<file path="config.mk">
export PLATFORM = sky130hd
export DESIGN_NAME = hcsr04_emulator
export DESIGN_NICKNAME = d
export VERILOG_FILES = /design/src/rtl/hcsr04_emulator.sv
export SDC_FILE = /design/constraint.sdc
export NUM_CORES = 1
export LEC_CHECK = 0
export CAP_MARGIN = 20
export CORE_MARGIN = 4
export CORE_UTILIZATION = 60
export CTS_BUF_LIST = sky130_fd_sc_hd__clkbuf_8 sky130_fd_sc_hd__clkbuf_16
export CTS_CLUSTER_SIZE = 40
export DETAILED_ROUTE_END_ITERATION = 12
export GPL_TIMING_DRIVEN = 0
export HOLD_SLACK_MARGIN = 0.08
export PLACE_DENSITY = 0.82
export SLEW_MARGIN = 20
export SYNTH_ARGS = -nofsm -noshare
export SYNTH_HDL_FRONTEND = slang
export SYNTH_SLANG_ARGS = --single-unit
</file>
<file path="constraint.sdc">
create_clock -name clk -period 8.8 [get_ports clk]
set_input_delay 0.88 -clock clk [delete_from_list [all_inputs] [get_ports clk]]
set_output_delay 0.88 -clock clk [all_outputs]
set_load 0.01 [all_outputs]
</file>
<file path="src/rtl/hcsr04_emulator.sv">
// HC-SR04 responder: accepts a trig pulse and returns an echo whose width encodes distance_cm.
// Optional macro HCSR04_JITTER_EN adds 0..15 cycles of LFSR jitter and a jitter_seed port.
module hcsr04_emulator #(
   parameter int TRIG_MIN_CYCLES    = 500,
   parameter int BURST_DELAY_CYCLES = 25000,
   parameter int CYCLES_PER_CM      = 2900,
   parameter int MAX_RANGE_CM       = 400,
   parameter int TIMEOUT_CYCLES     = 1900000,
   parameter int HOLDOFF_CYCLES     = 50000,
   parameter int DIST_W             = 9
) (
   input  logic              clk,
   input  logic              rst,
   input  logic              trig,
   input  logic [DIST_W-1:0] distance_cm,
   input  logic              object_present,
`ifdef HCSR04_JITTER_EN
   input  logic [15:0]       jitter_seed,
`endif
   output logic              echo,
   output logic              busy,
   output logic              trig_err
);

   // One counter serves every phase, so it must hold the largest span plus jitter headroom.
   localparam int MAX_PROD = MAX_RANGE_CM * CYCLES_PER_CM;
   localparam int M1       = (TIMEOUT_CYCLES > MAX_PROD) ? TIMEOUT_CYCLES : MAX_PROD;
   localparam int M2       = (M1 > BURST_DELAY_CYCLES) ? M1 : BURST_DELAY_CYCLES;
   localparam int M3       = (M2 > HOLDOFF_CYCLES) ? M2 : HOLDOFF_CYCLES;
   localparam int M4       = (M3 > TRIG_MIN_CYCLES) ? M3 : TRIG_MIN_CYCLES;
   localparam int M5       = (M4 > (1 << DIST_W)) ? M4 : (1 << DIST_W);
   localparam int CNT_W    = $clog2(M5 + 17);

   typedef enum logic [2:0] {
      S_IDLE,
      S_TRIG_HI,
      S_BURST,
      S_ECHO,
      S_HOLDOFF
   } state_t;

   state_t             r_state;
   logic [1:0]         r_sync;
   logic [CNT_W-1:0]   r_cnt;
   logic [CNT_W-1:0]   r_width;
   logic [DIST_W-1:0]  r_dist;
   logic               r_obj;
   logic               r_echo;
   logic               r_busy;
   logic               r_trig_err;

   logic               w_trig_s;
   logic               w_timeout;
   logic [CNT_W-1:0]   w_dist_eff;
   logic [CNT_W-1:0]   w_jit;
   logic [CNT_W-1:0]   w_width;

   assign w_trig_s = r_sync[1];
   assign echo     = r_echo;
   assign busy     = r_busy;
   assign trig_err = r_trig_err;

`ifdef HCSR04_JITTER_EN
   logic [15:0] r_lfsr;
   logic [15:0] w_seed;
   logic [15:0] w_lfsr_next;

   assign w_seed      = (jitter_seed == 16'h0000) ? 16'hACE1 : jitter_seed;
   assign w_lfsr_next = {r_lfsr[14:0], r_lfsr[15] ^ r_lfsr[13] ^ r_lfsr[12] ^ r_lfsr[10]};
   assign w_jit       = CNT_W'(r_lfsr[3:0]);
`else
   assign w_jit       = '0;
`endif

   always_comb begin
      w_timeout  = !r_obj || (CNT_W'(r_dist) > CNT_W'(MAX_RANGE_CM));
      w_dist_eff = (r_dist == '0) ? CNT_W'(1) : CNT_W'(r_dist);
      w_width    = CNT_W'(TIMEOUT_CYCLES);
      if (!w_timeout) begin
         w_width = (w_dist_eff * CNT_W'(CYCLES_PER_CM)) + w_jit;
      end
   end

   always_ff @(posedge clk or negedge rst) begin
      if (!rst) begin
         r_sync <= 2'b00;
      end else begin
         r_sync <= {r_sync[0], trig};
      end
   end

   always_ff @(posedge clk or negedge rst) begin
      if (!rst) begin
         r_state    <= S_IDLE;
         r_cnt      <= '0;
         r_width    <= '0;
         r_dist     <= '0;
         r_obj      <= 1'b0;
         r_echo     <= 1'b0;
         r_busy     <= 1'b0;
         r_trig_err <= 1'b0;
`ifdef HCSR04_JITTER_EN
         r_lfsr     <= w_seed;
`endif
      end else begin
         r_trig_err <= 1'b0;
         case (r_state)
            S_IDLE: begin
               if (w_trig_s) begin
                  r_state <= S_TRIG_HI;
                  r_cnt   <= CNT_W'(1);
               end
            end
            S_TRIG_HI: begin
               if (w_trig_s) begin
                  if (r_cnt < CNT_W'(TRIG_MIN_CYCLES)) begin
                     r_cnt <= r_cnt + CNT_W'(1);
                  end
               end else if (r_cnt >= CNT_W'(TRIG_MIN_CYCLES)) begin
                  r_state <= S_BURST;
                  r_cnt   <= '0;
                  r_dist  <= distance_cm;
                  r_obj   <= object_present;
                  r_busy  <= 1'b1;
`ifdef HCSR04_JITTER_EN
                  r_lfsr  <= w_lfsr_next;
`endif
               end else begin
                  r_state    <= S_IDLE;
                  r_cnt      <= '0;
                  r_trig_err <= 1'b1;
               end
            end
            S_BURST: begin
               // Counting to BURST_DELAY_CYCLES (not -1) lands the echo edge on delay+3 after the raw fall.
               r_width <= w_width;
               if (r_cnt == CNT_W'(BURST_DELAY_CYCLES)) begin
                  r_state <= S_ECHO;
                  r_echo  <= 1'b1;
                  r_cnt   <= CNT_W'(1);
               end else begin
                  r_cnt <= r_cnt + CNT_W'(1);
               end
            end
            S_ECHO: begin
               if (r_cnt == r_width) begin
                  r_state <= S_HOLDOFF;
                  r_echo  <= 1'b0;
                  r_cnt   <= CNT_W'(1);
               end else begin
                  r_cnt <= r_cnt + CNT_W'(1);
               end
            end
            S_HOLDOFF: begin
               if (r_cnt == CNT_W'(HOLDOFF_CYCLES)) begin
                  r_state <= S_IDLE;
                  r_busy  <= 1'b0;
                  r_cnt   <= '0;
               end else begin
                  r_cnt <= r_cnt + CNT_W'(1);
               end
            end
            default: begin
               r_state <= S_IDLE;
               r_cnt   <= '0;
               r_echo  <= 1'b0;
               r_busy  <= 1'b0;
            end
         endcase
      end
   end

endmodule

</file>
==> impl_metrics.yaml, run 1 <==
status:
  status: "finished, final reports clean"
yosys:
  yosysMostFrequentCell: "dfrtp_1"
  synth_area_leaders: "dfrtp_1 32%, ha_1 13%, fa_1 8.7%, inv_1 4.4%, o21ai_0 3.3%"
  area_share_of_the_leading_cell_type_in_the_synthesized_netlist_pct: 31.6
  mappedNetlistArea_um2: 4600
  syn_inst: 499
  yosys-top-cells-count: "58 x dfrtp_1, 54 x inv_1, 47 x ha_1, 33 x nor2_1, 30 x o21ai_0"
  synth_adder_area_share_pct: 21.5
  synth_xor_xnor_area_share_pct: 6.10
  synth_edf_count: 0
  synth_seq_area_share_pct: 31.6
  largest_family_of_logic_cells_by_synthesized_area: "adder cells"
  syn-num-nets: 579
  synth-async-reset-ratio_pct: 100
  ys_warn_count: 0
  synth.avg_cell_area_um2: 9.21
  synthMuxAreaShare_pct: 2.88
  synth-simple-area-share_pct: 17.1
  synth_compound_gate_area_share_pct: 13.7
  synth_largest_area_cell: "dfrtp_1"
  synth_cell_type_count: 58
  predominant_post_synthesis_flop_cell: "dfrtp_1"
  synth_seq_cells: 58
clocking:
  numCtsBuffers: 9
  numClockSinks: 58
  clkLatencyLatePin_ns: 0.34
  hold_buffers: 0
  max-clock-path-buffers: 2
  post-cts-setup-buffer-count: 0
  cts_resized: 0
  tritoncts: "built"
  htree_levels: 3
  worst_setup_hold_path_clk_slew_ns: 0.07
  ctsRootBufferMaster: "clkbuf_8"
pwr:
  cell_internal_pwr_mw: 0.497
  static-leakage-power_nw: 2.60
  comb_power_share_pct: 18.1
  total_power_divided_by_cell_area_nw_per_um2: 136
  share_seq_of_total_power_pct: 41.2
  switchingPower_mw: 0.197
  max-vdd-ir-drop_mv: 0.0721
  swShare_pct: 28.4
  pwr-share-clk_pct: 40.8
run:
  cap_viol_max_count: 0
global_route:
  globalRouteTotalUtil_pct: 24.6
  grt_antenna_before_repair: 0
  grt_pass1_vias: 3742
  overflow: 0
  grt_pass1_wl_mm: 17.6
  grt_max_degree: 59
timing:
  post-route-period-util_pct: 60.5
  timing.final.crit_period_ns: 5.33
  fmax_ghz: 0.188
  relSlewSlack_pct: 51.3
  worst_hold_margin_ns: 0.348
  setup_repair_after_global_routing_missed_its_margin: "no"
  setup-violations-final: 0
  totalNegativeSetupSlack_ns: 0
  clock-skew-final_ns: 0.0102
  tightestPinTransition_ns: 0.730
  final-max-slew-violation-count: 0
  report.final.hold_viol_count: 0
route:
  detail_route.vias_per_cell: 5.89
  finalWirelength_mm: 10.1
  routedWlPerCell_um: 16.0
  antenna_violating_nets_post_route: 0
  top_layer_used: "met4"
  met3_routed_wirelength_um: 498
  drt_pass1_iterations: 5
  wl_met2_mm: 5.23
  route.detailed.drc: 0
  dr.first_iter.drc_count: 207
  detail_route.wirelength.met1_mm: 4.13
  vias: 3707
placed_design:
  dp.cells: 613
  post-dp-hpwl_mm: 7.77
  portBuffers: 15
  place_congestion: 0.925
setup_path:
  worstRegToRegCells: 19
  critical_path.endpoint_type: "flip-flop"
  path_class: "flip-flop to flip-flop"
  required_arrival_time_at_the_worst_endpoint_ns: 9.02
  cp.arrival_ns: 5.55
  start_kind: "flip-flop"
  highest_net_fanout_along_the_worst_path: 5
die:
  die-area_um2: 9130
  die_w_um: 95.5
  floorplan.initialDensity_pct: 62.4
  core_region_area_um2: 7370
  placement_rows: 31
  pin_count: 16
  die-height_um: 95.5
layout:
  final-instance-count-excl-fill: 629
  final_core_density_pct: 69.3
  antenna_cells_inserted: 0
  final_net_count: 605
  final_layout_size_suffix_gt1_share_pct: 8.30
  area_overhead_vs_synth_pct: 11.0
min_path:
  whs_path_depth: 0
  type_of_the_tightest_min_delay_check: "flip-flop to flip-flop"
-- layout make-up --
| class | instances | area, µm² |
|---|---|---|
| clock inverters | 5 | 77.6 |
| flip-flops and latches | 58 | 1450 |
| fillers | 561 | 2260 |
| inverters | 54 | 203 |
| clock buffers | 11 | 151 |
| repair buffers | 15 | 148 |
| multi-input cells | 357 | 2820 |
| well taps | 99 | 124 |
| plain buffers | 30 | 129 |
-- cells in the final DEF, fill, tap and decap left out, types with 6 or more instances in the layout --
master	n
dfrtp_1	58
inv_1	55
ha_1	47
nor2_1	33
o21ai_0	30
nand2_1	27
clkbuf_1	24
a21oi_1	20
fa_1	20
nand3_1	19
xor2_1	17
nor3_1	17
xnor2_1	15
clkdlybuf4s50_1	14
nand4_1	11
clkbuf_8	11
mux2_2	10
and3_1	7
o22a_1	7
a21o_1	6
nor4_1	6
nand2b_1	6
-- critical path: stages (launching register included) --
cell and delay, ns:
dfrtp_1 0.44, or4_1 0.53, nor3_1 0.38, a21o_1 0.26, ha_1 0.17, inv_1 0.05
fa_1 0.48, inv_1 0.05, fa_1 0.47, inv_1 0.05, fa_1 0.52, inv_1 0.05
ha_1 0.34, o21ai_0 0.23, o21ai_0 0.14, a21oi_1 0.25, o21ai_0 0.20, o31ai_1 0.31
xnor2_1 0.13, o22a_1 0.16
-- state kept, by name, indices dropped and copies added (netlist names), 2 cells and up --
name / cells
r_cnt: 21
r_dist: 9
r_state: 3
r_sync: 2
r_width: 19
-- stage by stage --
stage                     instance area, µm²  power (mW)  setup WS, ns
final                                   5110       0.694          3.47
after global routing                    5110       0.726          3.14
after CTS                               5100       0.695          3.58
after detailed placement                4870       0.413          3.59
after global placement                  4870       0.409          3.73
after floorplan                         4600       0.374          4.17
-- layer usage --
| metal | track usage (%) | up-vias |
|---|---|---|
| met5 | 0 | - |
| met4 | 7.46 | 0 |
| met3 | 4.58 | 23 |
| met2 | 43.1 | 120 |
| met1 | 30.6 | 1779 |
| li1 | - | 1785 |
-- cells by family (layout without fill, tap and decap cells) --
logic type,after synthesis,in the layout
multiplexers,12,12
buffers and inverters,84,115
adder cells (fa/ha/maj),67,67
XOR/XNOR,32,32
flip-flops,58,58
AND/OR/NAND/NOR,150,150
AO/OA/AOI/OAI,96,96
-- power groups by stage --
| stage | Combinational, mW | Sequential (mW) | Clock (mW) |
|---|---|---|---|
| final | 0.125 | 0.286 | 0.283 |
| after global routing | 0.139 | 0.287 | 0.300 |
| after CTS | 0.124 | 0.285 | 0.287 |
| after detailed placement | 0.123 | 0.290 | 0 |
| after global placement | 0.119 | 0.290 | 0 |
| after floorplan | 0.0857 | 0.289 | 0 |
-- worst paths after layout --
| kind | startpoint | to | slack, ns |
|---|---|---|---|
| hold / removal | r_sync[0] | r_sync[1] | 0.35 |
| min in group asynchronous | rst | r_cnt[7] | 0.59 |
| max in group asynchronous | rst | r_width[5] | 7.72 |
| hold reg to reg | r_sync[0] | r_sync[1] | 0.35 |
| setup / recovery | r_dist[6] | r_width[19] | 3.47 |
| setup reg to reg | r_dist[6] | r_width[19] | 3.47 |
Note: power is estimated with default switching activity, not from simulation.
==> run 2: changes to the inputs <==
--- a/config.mk
+++ b/config.mk
@@ -7,13 +7,13 @@
 export LEC_CHECK = 0
 export CAP_MARGIN = 20
 export CORE_MARGIN = 4
-export CORE_UTILIZATION = 60
+export CORE_UTILIZATION = 56
 export CTS_BUF_LIST = sky130_fd_sc_hd__clkbuf_8 sky130_fd_sc_hd__clkbuf_16
 export CTS_CLUSTER_SIZE = 40
 export DETAILED_ROUTE_END_ITERATION = 12
 export GPL_TIMING_DRIVEN = 0
 export HOLD_SLACK_MARGIN = 0.08
-export PLACE_DENSITY = 0.82
+export PLACE_DENSITY = 0.81
 export SLEW_MARGIN = 20
 export SYNTH_ARGS = -nofsm -noshare
 export SYNTH_HDL_FRONTEND = slang
==> constraint.sdc (replaced) <==
create_clock -name clk -period 4.9 [get_ports clk]
set_input_delay 0.49 -clock clk [delete_from_list [all_inputs] [get_ports clk]]
set_output_delay 0.49 -clock clk [all_outputs]
set_load 0.01 [all_outputs]
==> run 2 against run 1 <==
Against the previous run: global-route usage shrank 2.5 points; sequential share of layout area shrank 0.20 points; first-iteration DRC count shrank 16%; non-clock buffer count grew 5; setup slack lost 3.2 ns; worst hold slack lost 0.14 ns; register-to-register slack lost 3.2 ns; sequential power grew 79%; critical path depth shrank 2; maximum frequency grew 14%; combinational power grew 82%.
==> impl_metrics.yaml, run 2 (synthesis gave the netlist of run 1 again) <==
layout:
  final_net_count: 610
  layout_commonest_cell: "dfrtp_1"
  reg.largest.list: "r_cnt x21, r_width x19, r_dist x9"
  final-instance-count-excl-fill: 637
  most_flop_heavy_register: "r_cnt"
  final_core_density_pct: 65.5
  final_layout_size_suffix_gt1_share_pct: 11.0
  antenna_cells_inserted: 0
  layout.cells.most_common_list: "58 x dfrtp_1, 55 x inv_1, 44 x ha_1"
  nFillCells: 632
  area_overhead_vs_synth_pct: 11.8
  largest_register_ffs: 21
timing:
  clock-skew-final_ns: 0.00992
  final-max-slew-violation-count: 0
  fmax_ghz: 0.214
  setup-violations-final: 0
  tightestPinTransition_ns: 0.738
  post-route-period-util_pct: 95.3
  relSlewSlack_pct: 50.8
  report.final.hold_viol_count: 0
  worst_hold_margin_ns: 0.208
  timing.final.crit_period_ns: 4.67
clocking:
  numCtsBuffers: 9
  ctsRootBufferMaster: "clkbuf_8"
  numClockSinks: 58
  worst_setup_hold_path_clk_slew_ns: 0.07
  clkLatencyLatePin_ns: 0.34
  tritoncts: "built"
  max-clock-path-buffers: 2
  htree_levels: 3
  hold_buffers: 0
global_route:
  overflow: 0
  grt_pass1_vias: 3713
  groute.layer.met2.usage_pct: 37.6
  grt-busiest-layer: "met2"
  groute.layer.met1.usage_pct: 28.4
  grt_pass1_wl_mm: 17.5
  grt_max_degree: 59
  grt_antenna_before_repair: 0
  global_route.usage.met3_pct: 3.82
  globalRouteTotalUtil_pct: 22.0
setup_path:
  delay_contributed_by_the_slowest_stage_of_the_critical_path_ns: 0.55
  critical-path-slowest-cell: "or4_4"
  required_arrival_time_at_the_worst_endpoint_ns: 5.13
  critical_path.endpoint_type: "flip-flop"
  r2r-start: "r_dist[5]"
  highest_net_fanout_along_the_worst_path: 4
  start_kind: "flip-flop"
  timing.critical_path.cells: "or4_4 -> nor3_4 -> a21o_1 -> ha_2 -> ha_1 -> ha_1 -> inv_1 -> fa_1 -> inv_1 -> fa_1 -> a211oi_2 -> o21ai_1 -> a21oi_2 -> o21ai_1 -> o31ai_1 -> xnor2_1 -> o22a_1"
  cp.arrival_ns: 4.90
  critical_path.startpoint: "r_dist[5]"
  path_class: "flip-flop to flip-flop"
pwr:
  static-leakage-power_nw: 2.59
  total_power_divided_by_cell_area_nw_per_um2: 219
  max-vdd-ir-drop_mv: 0.116
  post_route_total_power_mw: 1.13
die:
  pin_count: 16
  core_region_area_um2: 7850
  placement_rows: 32
  die-height_um: 98.6
  floorplan.initialDensity_pct: 58.6
  die-area_um2: 9720
  die_w_um: 98.6
placed_design:
  portBuffers: 15
  post-dp-hpwl_mm: 7.75
  dp.cells: 616
  place_congestion: 0.904
min_path:
  type_of_the_tightest_min_delay_check: "input port to async pin"
status:
  status: "finished, final reports clean"
route:
  dr.first_iter.drc_count: 173
  routedWlPerCell_um: 15.9
  finalWirelength_mm: 10.1
  drt_pass1_iterations: 4
  antenna_violating_nets_post_route: 0
  route.detailed.drc: 0
  detail_route.vias_per_cell: 5.76
  vias: 3670
run:
  cap_viol_max_count: 0
-- run 2: cell types whose count changed in the layout (fill, tap and decap cells not counted), sizes merged --
cell	delta
buf	+5
bufinv	-2
clkinvlp	+2
clkbuf	-1
clkinv	+1
-- run 2: power by group --
part	leakage [nW]	total, mW	switching, mW	internal, mW
Combinational	1.70	0.227	0.143	0.0837
Clock	0.0892	0.388	0.196	0.192
Sequential	0.794	0.513	0.0174	0.496
-- run 2: repair_timing --
item	4_1_cts	5_1_grt
pin swaps	4	5
endpoints found under the setup margin	5	5
resized for setup	8	9
buffers inserted	3	2
-- run 2: worst paths after layout --
kind,to,slack [ns],cells past startpoint
worst max-delay path,r_width[19],0.23,17
worst min-delay path,r_cnt[7],0.21,1
worst max register to register,r_width[19],0.23,17
worst min register to register,r_sync[1],0.36,0
max in group asynchronous,r_dist[7],4.20,1
min in group clk,r_sync[1],0.36,0
-- run 2: final cells by class --
| type | count | area, µm² | share of cell area (%) |
|---|---|---|---|
| multi-input cells | 357 | 2880 | 55.9 |
| well taps | 102 | 128 | 2.48 |
| flip-flops and latches | 58 | 1450 | 28.2 |
| repair buffers | 20 | 185 | 3.60 |
| clock buffers | 10 | 138 | 2.68 |
| clock inverters | 6 | 33.8 | 0.657 |
| inverters | 54 | 203 | 3.94 |
| plain buffers | 30 | 129 | 2.51 |
-- run 2: stage by stage --
stage	setup WS, ns	setup TNS [ns]	area [µm²]
finish	0.231	0	5140
global route	-0.0144	-0.0144	5140
CTS	-0.0404	-0.0404	5080
detailed placement	-0.273	-0.763	4870
global placement	-0.165	-0.318	4880
floorplan	0.273	0	4600
-- run 2: worst max-delay path: cells and delay by family, from the launching register on --
| kind | cells | cell delay [ns] |
|---|---|---|
| buf+inv | 2 | 0.13 |
| compound gates | 7 | 1.35 |
| fa+ha+maj | 5 | 1.93 |
| simple gates | 2 | 0.69 |
| flops | 1 | 0.38 |
| xor+xnor | 1 | 0.10 |
-- run 2: routing by layer --
layer  up-vias  part of all wire, %
met2        94                   51
met4         0                  2.5
met1      1760                   42
met5         -                    0
li1       1791                    -
met3        25                  4.2
==> run 3: changes to the inputs <==
--- a/config.mk
+++ b/config.mk
@@ -9,11 +9,13 @@
 export CORE_MARGIN = 4
 export CORE_UTILIZATION = 56
 export CTS_BUF_LIST = sky130_fd_sc_hd__clkbuf_8 sky130_fd_sc_hd__clkbuf_16
+export CTS_CLUSTER_DIAMETER = 60
 export CTS_CLUSTER_SIZE = 40
 export DETAILED_ROUTE_END_ITERATION = 12
 export GPL_TIMING_DRIVEN = 0
 export HOLD_SLACK_MARGIN = 0.08
 export PLACE_DENSITY = 0.81
+export REMOVE_ABC_BUFFERS = 1
 export SLEW_MARGIN = 20
 export SYNTH_ARGS = -nofsm -noshare
 export SYNTH_HDL_FRONTEND = slang
==> run 3 against run 2 <==
Against the previous run: clock skew hardly changed; highest routed layer unchanged; sequential share of layout area is 0.29 points higher; die area stayed put; wire length is 0.79% higher; largest cell class unchanged; largest power group unchanged; critical path depth is 1 higher; worst hold slack better by 0.0040 ns; maximum frequency is 1.2% lower; combinational power is 14% lower; clock power is 13% higher; via count is 2.0% lower.
==> impl_metrics.yaml, run 3 (synthesis gave the netlist of run 1 again) <==
setup_path:
  delay_contributed_by_the_slowest_stage_of_the_critical_path_ns: 0.54
  cp_num_cells: 18
  critical-path-slowest-cell: "or4_1"
  reg2reg_slack_ns: 0.17
  cp.arrival_ns: 4.92
  timing.critical_path.cells: "or4_1 -> nor3_2 -> a21o_1 -> buf_4 -> ha_2 -> ha_1 -> fa_1 -> inv_1 -> fa_1 -> inv_1 -> ha_4 -> o21a_1 -> o21a_1 -> o221ai_2 -> nand3_1 -> a31oi_2 -> xnor2_1 -> a21oi_1"
  required_arrival_time_at_the_worst_endpoint_ns: 5.09
  highest_net_fanout_along_the_worst_path: 4
  r2r-end: "r_width[20]"
  path_class: "flip-flop to flip-flop"
  worstRegToRegCells: 18
  start_kind: "flip-flop"
  critical_path.endpoint_type: "flip-flop"
  cp_capture_point: "r_width[20]"
  critPathBufInv: 3
  critical_path.startpoint: "r_dist[5]"
  critical_path.top_delay_family: "adder cells"
  r2r-start: "r_dist[5]"
layout:
  multi_input_comb_area_um2: 2920
  layout_commonest_cell: "dfrtp_1"
  reg.largest.list: "r_cnt x21, r_width x19, r_dist x9"
  final_core_density_pct: 65.0
  largest_register_ffs: 21
  nFillCells: 629
  most_flop_heavy_register: "r_cnt"
  final_net_count: 582
  layout.cells.most_common_list: "56 x dfrtp_1, 55 x inv_1, 43 x ha_1"
  final_layout_size_suffix_gt1_share_pct: 12.2
  antenna_cells_inserted: 0
  area_overhead_vs_synth_pct: 10.9
  area.sequential_um2: 1450
route:
  route.detailed.drc: 0
  antenna_violating_nets_post_route: 0
  dr.first_iter.drc_count: 211
  finalWirelength_mm: 10.2
  vias: 3597
  drt_pass1_iterations: 5
  detail_route.vias_per_cell: 5.91
  routedWlPerCell_um: 16.7
die:
  pin_count: 16
  core_region_area_um2: 7850
  floorplan.initialDensity_pct: 58.6
  die-height_um: 98.6
  die_w_um: 98.6
  die-area_um2: 9720
  placement_rows: 32
timing:
  fmax_ghz: 0.212
  setup_repair_after_global_routing_missed_its_margin: "yes"
  setup-violations-final: 0
  final-max-slew-violation-count: 0
  post-route-period-util_pct: 96.5
  timing.final.crit_period_ns: 4.73
  clock-skew-final_ns: 0.0100
  tightestPinTransition_ns: 1.00
  relSlewSlack_pct: 33.3
  report.final.hold_viol_count: 0
placed_design:
  portBuffers: 15
  place_congestion: 0.861
  post-dp-hpwl_mm: 7.67
clocking:
  htree_levels: 3
  clkLatencyLatePin_ns: 0.33
  ctsRootBufferMaster: "clkbuf_8"
  tritoncts: "built"
  worst_setup_hold_path_clk_slew_ns: 0.07
  hold_buffers: 0
  max-clock-path-buffers: 2
  numClockSinks: 58
  numCtsBuffers: 9
global_route:
  grt_pass1_wl_mm: 17.5
  grt_antenna_before_repair: 0
  grt_pass1_vias: 3709
  globalRouteTotalUtil_pct: 22.2
  grt_max_degree: 59
  overflow: 0
pwr:
  total_power_divided_by_cell_area_nw_per_um2: 228
  max-vdd-ir-drop_mv: 0.111
  post_route_total_power_mw: 1.16
  static-leakage-power_nw: 2.56
min_path:
  type_of_the_tightest_min_delay_check: "input port to async pin"
run:
  cap_viol_max_count: 0
status:
  status: "finished, final reports clean"
## run 3: cell count changes in the layout (fill, tap and decap cells not counted), sizes merged
| cell | before | now |
|---|---|---|
| bufinv | 0 | 1 |
| clkinvlp | 2 | 0 |
| buf | 12 | 8 |
| clkbuf | 34 | 10 |
| clkinv | 3 | 4 |
## run 3: through the flow
stage / area [µm²] / setup slack [ns] / cells / hold slack [ns] / setup TNS, ns
floorplan: 4470 / 0.252 / 469 / 0.194 / 0
global placement: 4750 / -0.261 / 586 / 0.334 / -0.671
detailed placement: 4750 / -0.450 / 586 / 0.335 / -1.56
CTS: 5020 / 0.00842 / 607 / 0.235 / 0
global route: 5100 / -0.0553 / 609 / 0.273 / -0.0622
finish: 5100 / 0.173 / 609 / 0.212 / 0
## run 3: per-layer routing
layer	wire length (µm)	share of wire, %	up-vias	track usage [%]
met5	0	0	-	0
met4	256	2.5	0	8.40
met3	418	4.1	22	4.46
met2	5290	52	95	38.2
met1	4220	41	1752	27.7
li1	-	-	1728	-
## run 3: worst min path at each step
| stage | endpoint | depth (start not counted) |
|---|---|---|
| 6_report | r_cnt[9] | 1 |
| 5_1_grt | r_cnt[10] | 1 |
| 4_1_cts | r_cnt[12] | 1 |
| 3_5_place_dp | r_sync[1] | 0 |
| 3_3_place_gp | r_sync[1] | 0 |
| 2_1_floorplan | busy | 0 |
## run 3: report_power, final
group	internal [mW]	switching [mW]	leakage [nW]
clock network	0.245	0.193	0.107
registers	0.496	0.0308	0.791
logic	0.0710	0.125	1.66
## run 3: final cells by class
type | count | share of cell area, %
Clock buffer | 10 | 2.70
Clock inverter | 6 | 1.13
Inverter | 54 | 3.98
Multi-Input combinational cell | 357 | 57.3
Sequential cell | 58 | 28.5
Tap cell | 102 | 2.50
Timing Repair Buffer | 22 | 3.93
## run 3: timing repair
item / 4_1_cts / 5_1_grt
gates resized for setup: 15 / 9
buffers inserted: 5 / 2
pin swaps: 6 / 12
setup endpoints to repair: 7 / 5
